File: config.mk
export PLATFORM = sky130hd
export DESIGN_NAME = hazard_ctrl_flat
export DESIGN_NICKNAME = d
export VERILOG_FILES = /design/src/rtl/pipeline_pkg.sv /design/src/rtl/hazard_ctrl_if.sv /design/src/rtl/hazard_src_resolve.sv /design/src/rtl/hazard_ctrl.sv /design/src/flat_wrapper.sv
export SDC_FILE = /design/constraint.sdc
export NUM_CORES = 1
export LEC_CHECK = 0
export ABC_AREA = 1
export ABC_CLOCK_PERIOD_IN_PS = 2200
export CAP_MARGIN = 30
export CORE_UTILIZATION = 47
export CTS_CLUSTER_DIAMETER = 40
export CTS_CLUSTER_SIZE = 10
export DETAILED_ROUTE_END_ITERATION = 10
export GPL_ROUTABILITY_DRIVEN = 1
export GPL_TIMING_DRIVEN = 0
export PLACE_DENSITY = 0.8
export REMOVE_ABC_BUFFERS = 1
export SYNTH_ARGS = -nofsm -noshare
export SYNTH_HDL_FRONTEND = slang
export SYNTH_SLANG_ARGS = --single-unit
File: constraint.sdc
create_clock -name clk -period 2.2 [get_ports clk]
set_input_delay 0.44 -clock clk [delete_from_list [all_inputs] [get_ports clk]]
set_output_delay 0.44 -clock clk [all_outputs]
set_load 0.1 [all_outputs]
File: src/rtl/pipeline_pkg.sv
// Shared types and constants for the issue-stage hazard controller.
package pipeline_pkg;

    // Operand forwarding select driven into the datapath muxes.
    typedef enum logic [1:0] {
        FWD_RF  = 2'b00,   // register file
        FWD_ALU = 2'b01,   // ALU_out of the instruction in EX
        FWD_LDR = 2'b10,   // w_data_ldr of the load in MEM
        FWD_ALT = 2'b11    // pc_out on A, zero on the shift source
    } fwd_sel_e;

    localparam logic [3:0] REG_PC = 4'd15;
    localparam logic [3:0] REG_LR = 4'd14;

    // Everything the hazard logic needs to remember about the EX instruction.
    typedef struct packed {
        logic       v;
        logic       wr;
        logic [3:0] addr;
        logic       lr;
        logic       ldr;
        logic [3:0] ldr_addr;
    } ex_stage_t;

    // True when the EX instruction will write register r by any port.
    function automatic logic ex_writes(ex_stage_t ex, logic [3:0] r);
        return ex.v & ((ex.wr & (ex.addr == r)) |
                       (ex.lr & (r == REG_LR)) |
                       (ex.ldr & (ex.ldr_addr == r)));
    endfunction

endpackage

File: src/rtl/hazard_ctrl_if.sv
// Decode-to-hazard-controller bundle: decoded source/destination fields in,
// stall, latch enables and forwarding selects out.
interface hazard_ctrl_if;
    logic       dec_valid;
    logic [3:0] dec_A_addr;
    logic [3:0] dec_B_addr;
    logic [3:0] dec_shift_addr;
    logic [3:0] dec_str_addr;
    logic       dec_use_A;
    logic       dec_use_B;
    logic       dec_use_S;
    logic       dec_use_str;
    logic       dec_wr;
    logic [3:0] dec_w_addr;
    logic       dec_lr;
    logic       dec_ldr;
    logic [3:0] dec_ldr_addr;
    logic       flush;
    logic       stall;
    logic       en_A;
    logic       en_B;
    logic       en_S;
    logic [1:0] sel_A_in;
    logic [1:0] sel_B_in;
    logic [1:0] sel_shift_in;

    // Decoder / control side.
    modport master (
        output dec_valid, dec_A_addr, dec_B_addr, dec_shift_addr, dec_str_addr,
               dec_use_A, dec_use_B, dec_use_S, dec_use_str,
               dec_wr, dec_w_addr, dec_lr, dec_ldr, dec_ldr_addr, flush,
        input  stall, en_A, en_B, en_S, sel_A_in, sel_B_in, sel_shift_in
    );

    // Hazard controller side.
    modport slave (
        input  dec_valid, dec_A_addr, dec_B_addr, dec_shift_addr, dec_str_addr,
               dec_use_A, dec_use_B, dec_use_S, dec_use_str,
               dec_wr, dec_w_addr, dec_lr, dec_ldr, dec_ldr_addr, flush,
        output stall, en_A, en_B, en_S, sel_A_in, sel_B_in, sel_shift_in
    );
endinterface

File: src/rtl/hazard_src_resolve.sv
// Resolves one operand source against the EX/MEM writers: picks the
// forwarding select and raises a stall request when no forward path exists.
module hazard_src_resolve
    import pipeline_pkg::*;
(
    input  logic       i_addr_vld_unused_tie, // kept low; reserved
    input  logic [3:0] i_addr,
    input  logic       i_use,
    input  logic       i_pc_alt,      // r15 reads pc_out (A source only)
    input  logic       i_unused_alt,  // unused source selects zero (S source)
    input  ex_stage_t  i_ex,
    input  logic       i_mem_v,
    input  logic [3:0] i_mem_ldr_addr,
    output fwd_sel_e   o_sel,
    output logic       o_stall_req
);
    logic w_ex_alu_hit;
    logic w_ex_ldr_hit;
    logic w_ex_lr_hit;
    logic w_mem_hit;

    assign w_ex_alu_hit = i_ex.v & i_ex.wr  & (i_ex.addr == i_addr);
    assign w_ex_ldr_hit = i_ex.v & i_ex.ldr & (i_ex.ldr_addr == i_addr);
    assign w_ex_lr_hit  = i_ex.v & i_ex.lr  & (i_addr == REG_LR);
    assign w_mem_hit    = i_mem_v & (i_mem_ldr_addr == i_addr) & ~i_addr_vld_unused_tie;

    // Priority: unused, r15, EX port-1 (younger), EX load (stall), MEM load.
    always_comb begin
        // NOTE: defaults first so every path assigns both outputs and no latch is inferred.
        o_sel       = FWD_RF;
        o_stall_req = 1'b0;
        if (!i_use) begin
            o_sel = i_unused_alt ? FWD_ALT : FWD_RF;
        end else if (i_addr == REG_PC) begin
            o_sel = i_pc_alt ? FWD_ALT : FWD_RF;
        end else begin
            // LR is written from LR_in, not ALU_out, so it cannot be forwarded.
            o_stall_req = w_ex_ldr_hit | w_ex_lr_hit;
            if (w_ex_alu_hit) begin
                o_sel = FWD_ALU;
            end else if (w_mem_hit && !w_ex_ldr_hit) begin
                o_sel = FWD_LDR;
            end
        end
    end
endmodule

File: src/rtl/hazard_ctrl.sv
// Issue-stage hazard controller: tracks EX/MEM writers, drives forwarding
// selects and operand-latch enables, and stalls decode on unforwardable hazards.
module hazard_ctrl
    import pipeline_pkg::*;
(
    input  logic             clk,
    input  logic             rst,
    hazard_ctrl_if.slave     hz
);
    ex_stage_t  r_ex;
    logic       r_mem_v;
    logic [3:0] r_mem_ldr_addr;

    fwd_sel_e   w_sel_a;
    fwd_sel_e   w_sel_b;
    fwd_sel_e   w_sel_s;
    logic       w_req_a;
    logic       w_req_b;
    logic       w_req_s;
    logic       w_req_str;
    logic       w_hazard;
    logic       w_stall;
    logic       w_issue;

    hazard_src_resolve u_src_a (
        .i_addr_vld_unused_tie (1'b0),
        .i_addr                (hz.dec_A_addr),
        .i_use                 (hz.dec_use_A),
        .i_pc_alt              (1'b1),
        .i_unused_alt          (1'b0),
        .i_ex                  (r_ex),
        .i_mem_v               (r_mem_v),
        .i_mem_ldr_addr        (r_mem_ldr_addr),
        .o_sel                 (w_sel_a),
        .o_stall_req           (w_req_a)
    );

    hazard_src_resolve u_src_b (
        .i_addr_vld_unused_tie (1'b0),
        .i_addr                (hz.dec_B_addr),
        .i_use                 (hz.dec_use_B),
        .i_pc_alt              (1'b0),
        .i_unused_alt          (1'b0),
        .i_ex                  (r_ex),
        .i_mem_v               (r_mem_v),
        .i_mem_ldr_addr        (r_mem_ldr_addr),
        .o_sel                 (w_sel_b),
        .o_stall_req           (w_req_b)
    );

    hazard_src_resolve u_src_s (
        .i_addr_vld_unused_tie (1'b0),
        .i_addr                (hz.dec_shift_addr),
        .i_use                 (hz.dec_use_S),
        .i_pc_alt              (1'b0),
        .i_unused_alt          (1'b1),
        .i_ex                  (r_ex),
        .i_mem_v               (r_mem_v),
        .i_mem_ldr_addr        (r_mem_ldr_addr),
        .o_sel                 (w_sel_s),
        .o_stall_req           (w_req_s)
    );

    // Store data has no forward path: wait out every pending writer of it.
    assign w_req_str = hz.dec_use_str &
                       (ex_writes(r_ex, hz.dec_str_addr) |
                        (r_mem_v & (r_mem_ldr_addr == hz.dec_str_addr)));

    assign w_hazard = w_req_a | w_req_b | w_req_s | w_req_str;
    assign w_stall  = hz.dec_valid & ~hz.flush & w_hazard;
    assign w_issue  = hz.dec_valid & ~hz.flush & ~w_hazard;

    assign hz.stall        = w_stall;
    assign hz.en_A         = w_issue;
    assign hz.en_B         = w_issue;
    assign hz.en_S         = w_issue;
    assign hz.sel_A_in     = hz.dec_valid ? w_sel_a : FWD_RF;
    assign hz.sel_B_in     = hz.dec_valid ? w_sel_b : FWD_RF;
    assign hz.sel_shift_in = hz.dec_valid ? w_sel_s
                                          : (hz.dec_use_S ? FWD_RF : FWD_ALT);

    // Advance the EX/MEM tracking; a stall or flush injects a bubble into EX.
    always_ff @(posedge clk or posedge rst) begin
        // NOTE: non-blocking so every stage samples the pre-edge value of the one before it.
        if (rst) begin
            r_ex           <= '0;
            r_mem_v        <= 1'b0;
            r_mem_ldr_addr <= '0;
        end else begin
            r_mem_v        <= r_ex.v & r_ex.ldr;
            r_mem_ldr_addr <= r_ex.ldr_addr;
            if (w_issue) begin
                r_ex <= '{v:        1'b1,
                          wr:       hz.dec_wr,
                          addr:     hz.dec_w_addr,
                          lr:       hz.dec_lr,
                          ldr:      hz.dec_ldr,
                          ldr_addr: hz.dec_ldr_addr};
            end else begin
                r_ex <= '0;
            end
        end
    end
endmodule

File: src/flat_wrapper.sv
// flat-port wrapper written by rule: the top's interface ports become plain ports
module hazard_ctrl_flat import pipeline_pkg::*;
  (clk, rst, hz_dec_valid, hz_dec_A_addr, hz_dec_B_addr, hz_dec_shift_addr, hz_dec_str_addr, hz_dec_use_A, hz_dec_use_B, hz_dec_use_S, hz_dec_use_str, hz_dec_wr, hz_dec_w_addr, hz_dec_lr, hz_dec_ldr, hz_dec_ldr_addr, hz_flush, hz_stall, hz_en_A, hz_en_B, hz_en_S, hz_sel_A_in, hz_sel_B_in, hz_sel_shift_in);
  hazard_ctrl_if hz_i ();
  input  logic clk;
  input  logic rst;
  input wire logic [$bits(hz_i.dec_valid)-1:0] hz_dec_valid;
  input wire logic [$bits(hz_i.dec_A_addr)-1:0] hz_dec_A_addr;
  input wire logic [$bits(hz_i.dec_B_addr)-1:0] hz_dec_B_addr;
  input wire logic [$bits(hz_i.dec_shift_addr)-1:0] hz_dec_shift_addr;
  input wire logic [$bits(hz_i.dec_str_addr)-1:0] hz_dec_str_addr;
  input wire logic [$bits(hz_i.dec_use_A)-1:0] hz_dec_use_A;
  input wire logic [$bits(hz_i.dec_use_B)-1:0] hz_dec_use_B;
  input wire logic [$bits(hz_i.dec_use_S)-1:0] hz_dec_use_S;
  input wire logic [$bits(hz_i.dec_use_str)-1:0] hz_dec_use_str;
  input wire logic [$bits(hz_i.dec_wr)-1:0] hz_dec_wr;
  input wire logic [$bits(hz_i.dec_w_addr)-1:0] hz_dec_w_addr;
  input wire logic [$bits(hz_i.dec_lr)-1:0] hz_dec_lr;
  input wire logic [$bits(hz_i.dec_ldr)-1:0] hz_dec_ldr;
  input wire logic [$bits(hz_i.dec_ldr_addr)-1:0] hz_dec_ldr_addr;
  input wire logic [$bits(hz_i.flush)-1:0] hz_flush;
  output wire logic [$bits(hz_i.stall)-1:0] hz_stall;
  output wire logic [$bits(hz_i.en_A)-1:0] hz_en_A;
  output wire logic [$bits(hz_i.en_B)-1:0] hz_en_B;
  output wire logic [$bits(hz_i.en_S)-1:0] hz_en_S;
  output wire logic [$bits(hz_i.sel_A_in)-1:0] hz_sel_A_in;
  output wire logic [$bits(hz_i.sel_B_in)-1:0] hz_sel_B_in;
  output wire logic [$bits(hz_i.sel_shift_in)-1:0] hz_sel_shift_in;
  assign hz_i.dec_valid = hz_dec_valid;
  assign hz_i.dec_A_addr = hz_dec_A_addr;
  assign hz_i.dec_B_addr = hz_dec_B_addr;
  assign hz_i.dec_shift_addr = hz_dec_shift_addr;
  assign hz_i.dec_str_addr = hz_dec_str_addr;
  assign hz_i.dec_use_A = hz_dec_use_A;
  assign hz_i.dec_use_B = hz_dec_use_B;
  assign hz_i.dec_use_S = hz_dec_use_S;
  assign hz_i.dec_use_str = hz_dec_use_str;
  assign hz_i.dec_wr = hz_dec_wr;
  assign hz_i.dec_w_addr = hz_dec_w_addr;
  assign hz_i.dec_lr = hz_dec_lr;
  assign hz_i.dec_ldr = hz_dec_ldr;
  assign hz_i.dec_ldr_addr = hz_dec_ldr_addr;
  assign hz_i.flush = hz_flush;
  assign hz_stall = hz_i.stall;
  assign hz_en_A = hz_i.en_A;
  assign hz_en_B = hz_i.en_B;
  assign hz_en_S = hz_i.en_S;
  assign hz_sel_A_in = hz_i.sel_A_in;
  assign hz_sel_B_in = hz_i.sel_B_in;
  assign hz_sel_shift_in = hz_i.sel_shift_in;
  hazard_ctrl u_core (.clk(clk), .rst(rst), .hz(hz_i));
endmodule
==> flow_summary_export.csv <==
group,metric,value,unit
worst_setup_path,r2r_cells,12,
yosys,post_synth_main_area_contributors,"sky130_fd_sc_hd__dfrtp_1 (29%), sky130_fd_sc_hd__nand2_1 (15%), sky130_fd_sc_hd__inv_1 (8.9%)",
clock_tree,hold_buffers,0,
yosys,netlist-cell-type-count,29,
global_route,largest_net_degree_at_the_start_of_global_routing,18,
yosys,post-synth-top-area-fraction,28.67,%
status,violated_checks,"negative setup slack",
sta,fmax,0.4381,GHz
sta,timing_max_transition_violations_final,0,
power_and_ir_drop,pwr_density_cell,349.8,mW/mm²
sta,post_route_minimum_period,2282,ps
status,status,"complete, but fails checks",
worst_setup_path,category_of_the_most_critical_setup_path,"flop to primary output",
yosys,top_cells_by_count_synth,"sky130_fd_sc_hd__nand2_1 (60), sky130_fd_sc_hd__inv_1 (35), sky130_fd_sc_hd__nor2_1 (23), sky130_fd_sc_hd__dfrtp_1 (17)",
yosys,synth_area_leader_cell,"sky130_fd_sc_hd__dfrtp_1",
clock_tree,cts-buffers-inserted,3,
final_layout,final_core_utilization,73.22,%
global_route,grt_use_total,25.02,%
placement,hpwlAfterDp,2998,µm
clock_tree,cts_max_path_buffers,2,
final_layout,final-seq-area,440.4,µm²
routing,dr_wl_met3,190,µm
yosys,postSynth.topFlopCell,"sky130_fd_sc_hd__dfrtp_1",
routing,wl_met1,1722,µm
final_layout,layout.filler_cells,254,
sta,finalHoldViolations,0,
clock_tree,clkLatencyLatePin,270,ps
worst_hold_path,worst_hold_path.endpoint,"u_core.r_mem_ldr_addr[1]",
sta,rsz0062_at_grt,"true",
power_and_ir_drop,power.share.combinational,35.8,%
worst_hold_path,min_from,"u_core.r_ex[1]",
global_route,grt_antenna_before_repair,0,
yosys,yosysMostFrequentCell,"sky130_fd_sc_hd__nand2_1",
routing,drt-wirelength-per-cell,12.71,µm
floorplanning,num_io_pins,45,
final_layout,flow.area_growth_from_synthesis,49.41,%
worst_hold_path,holdCritPathClass,"flop to flop",
power_and_ir_drop,share_clk_of_total_power,19.6,%
routing,first_pass_iters,5,
routing,highest_layer,"met4",
placement,globalplace.congestion,0.9132,
power_and_ir_drop,switching_power,259.9,µW
run,timing.max_cap.violations,0,
sta,final-setup-viol-count,5,
routing,antenna_left,0,
placement,port_buffers,44,
floorplanning,die_height,58.19,µm
sta,setup_ws,-82.42,ps
power_and_ir_drop,vdd.ir_drop.worst,373.3,µV
global_route,global_route.overflow_total,0,
power_and_ir_drop,seq_power_share,44.7,%
yosys,postSynthRegisterBits,17,
floorplanning,fp.coreArea,0.003028,mm²
global_route,first_global_vias,1447,
worst_setup_path,r2r_slack,520,ps
yosys,synth_area,0.001484,mm²
global_route,wire_length_of_the_first_global_routing_pass,6423,µm
worst_hold_path,hold_path_depth,0,
routing,vias_per_cell,4.964,
yosys,synth-warning-count,0,
clock_tree,cts.root.buffer_cell,"sky130_fd_sc_hd__clkbuf_4",
worst_setup_path,cp_data_required_time,1760,ps
worst_setup_path,worst_setup_path_start_kind,"flop",
floorplanning,die-width,58.19,µm
floorplanning,rows,20,
final_layout,n_antenna_cell,0,
power_and_ir_drop,intPower,515.6,µW
clock_tree,clock_tree_from_tritoncts,"built",
final_layout,finalNetCount,321,
power_and_ir_drop,p_leak,0.001067,µW
worst_setup_path,crit-reg2reg-capture,"u_core.r_ex[0]",
power_and_ir_drop,power.share.switching,33.51,%
routing,detailroute.via_count,1633,
yosys,seq_area_frac_synth,28.67,%
yosys,syn_inst,232,
worst_setup_path,crit-reg2reg-launch,"u_core.r_ex[1]",
routing,drt_wl_total,4181,µm
routing,met2WireLength,2212,µm
worst_setup_path,cp.arrival,1840,ps
final_layout,drive_gt1_share,35.79,%
routing,drc_errors,0,
yosys,synth_area_per_cell,6.396,µm²
routing,detailedRoute.firstIterationViolations,129,
clock_tree,htreeDepth,1,
power_and_ir_drop,post-layout-total-power,775.6,µW
sta,relSlewSlack,59.68,%
final_layout,multi_input_area,955.9,µm²
worst_setup_path,critical_path.endpoint_type,"primary output",
worst_setup_path,worst-path-max-fanout,6,
yosys,synth_edf_count,0,
sta,final_min_period_over_clock_period,103.7,%
floorplanning,die_area,0.003386,mm²
clock_tree,clkSlewWorstSetupHoldPaths,80,ps
clock_tree,clock_sinks,17,
sta,timing_worst_slew_pin_value,604.1,ps
floorplanning,initial_util,49.01,%
sta,worst_clock_skew,1.486,ps
yosys,synth_async_sr_flop_share,100.0,%
-- area by class of cell --
cell class | instances | share of cell area [%]
multi-input combinational | 166 | 43.12
tap | 44 | 2.483
timing repair buffer | 56 | 25.90
sequential | 17 | 19.86
clock buffer | 4 | 1.185
inverter | 42 | 7.449
-- per-layer routing --
metal,track usage [%],vias to the layer above
li1,-,831
met1,31.60,741
met2,45.98,57
met3,0.8929,4
met4,7.823,0
met5,0,-
-- kinds of logic (layout without fill, tap and decap cells) --
logic type             after synthesis  count (layout)  synth area share (%)
AO/OA/AOI/OAI                       27              27                 10.54
XOR/XNOR                            18              18                 10.62
buffers and inverters               49             102                 13.66
flip-flops                          17              17                 28.67
AND/OR/NAND/NOR                    121             121                 36.51
-- worst max-delay path by stage --
stage / start / end / slack [ps] / cells past startpoint
2_1_floorplan: hz_dec_A_addr[3] / hz_stall / -1400 / 9
3_3_place_gp: hz_dec_B_addr[1] / hz_en_B / -1520 / 13
3_5_place_dp: hz_dec_B_addr[1] / hz_en_A / -1530 / 13
4_1_cts: u_core.r_ex[0] / hz_en_A / -90 / 12
5_1_grt: u_core.r_ex[0] / hz_en_S / -170 / 12
6_report: u_core.r_ex[0] / hz_en_A / -80 / 12
-- critical path, stage by stage (launching register included) --
cell	delay, ps
sky130_fd_sc_hd__dfrtp_2	480
sky130_fd_sc_hd__inv_4	110
sky130_fd_sc_hd__nand2_2	60
sky130_fd_sc_hd__nand2_2	60
sky130_fd_sc_hd__nor2_2	40
sky130_fd_sc_hd__nand3_2	80
sky130_fd_sc_hd__nand2_2	70
sky130_fd_sc_hd__nand2_2	70
sky130_fd_sc_hd__nand2_2	60
sky130_fd_sc_hd__nor2_4	140
sky130_fd_sc_hd__nand3_4	110
sky130_fd_sc_hd__inv_6	110
sky130_fd_sc_hd__buf_12	170
-- timing repair --
item | CTS | global route
pin swaps | 18 | 19
setup buffers | 7 | 5
resized for setup | 131 | 40
endpoints found under the setup margin | 10 | 9
-- power by group through the flow --
stage / clock [µW] / combinational, µW / sequential (µW)
finish: 152 / 277 / 346
CTS: 157 / 261 / 345
detailed placement: 0 / 248 / 351
floorplan: 0 / 144 / 343
global placement: 0 / 244 / 351
global route: 170 / 300 / 348
-- placed cells by master (no fill, tap or decap), types with 2 or more instances in the layout --
cell and n:
sky130_fd_sc_hd__clkbuf_2 4, sky130_fd_sc_hd__buf_4 12, sky130_fd_sc_hd__nor2_1 19, sky130_fd_sc_hd__nor2_2 16, sky130_fd_sc_hd__nor3_1 4, sky130_fd_sc_hd__dfrtp_2 12
sky130_fd_sc_hd__o22ai_1 6, sky130_fd_sc_hd__xnor2_1 7, sky130_fd_sc_hd__buf_6 3, sky130_fd_sc_hd__nand3_1 10, sky130_fd_sc_hd__nand2_1 47, sky130_fd_sc_hd__nand2_2 13
sky130_fd_sc_hd__buf_12 6, sky130_fd_sc_hd__dfrtp_1 5, sky130_fd_sc_hd__inv_1 28, sky130_fd_sc_hd__a21oi_1 5, sky130_fd_sc_hd__nand3_2 4, sky130_fd_sc_hd__nor2_4 2
sky130_fd_sc_hd__inv_2 12, sky130_fd_sc_hd__nand4_1 2, sky130_fd_sc_hd__o21ai_1 3, sky130_fd_sc_hd__clkdlybuf4s50_1 18, sky130_fd_sc_hd__xor2_1 11, sky130_fd_sc_hd__clkbuf_4 3
sky130_fd_sc_hd__dlygate4sd2_1 7, sky130_fd_sc_hd__o21ai_0 3, sky130_fd_sc_hd__a21oi_2 4, sky130_fd_sc_hd__clkdlybuf4s15_2 4
-- registers in the layout, summed over array words and instances (netlist names) --
register and flops:
u_core.r_ex 12, u_core.r_mem_ldr_addr 4, u_core.r_mem_v 1
-- stage by stage --
stage / TNS, ps / worst slack, ps / hold WS [ps] / cells / area, µm²
2_1_floorplan: -8849 / -1403 / 366.1 / 225 / 1439
3_3_place_gp: -12090 / -1523 / 516.3 / 313 / 1934
3_5_place_dp: -12320 / -1531 / 519.4 / 313 / 1934
4_1_cts: -321.6 / -91.52 / 458.2 / 324 / 2102
5_1_grt: -895.6 / -174.0 / 467.8 / 329 / 2217
6_report: -337.0 / -82.42 / 461.1 / 329 / 2217
Note: power is estimated with default switching activity, not from simulation.
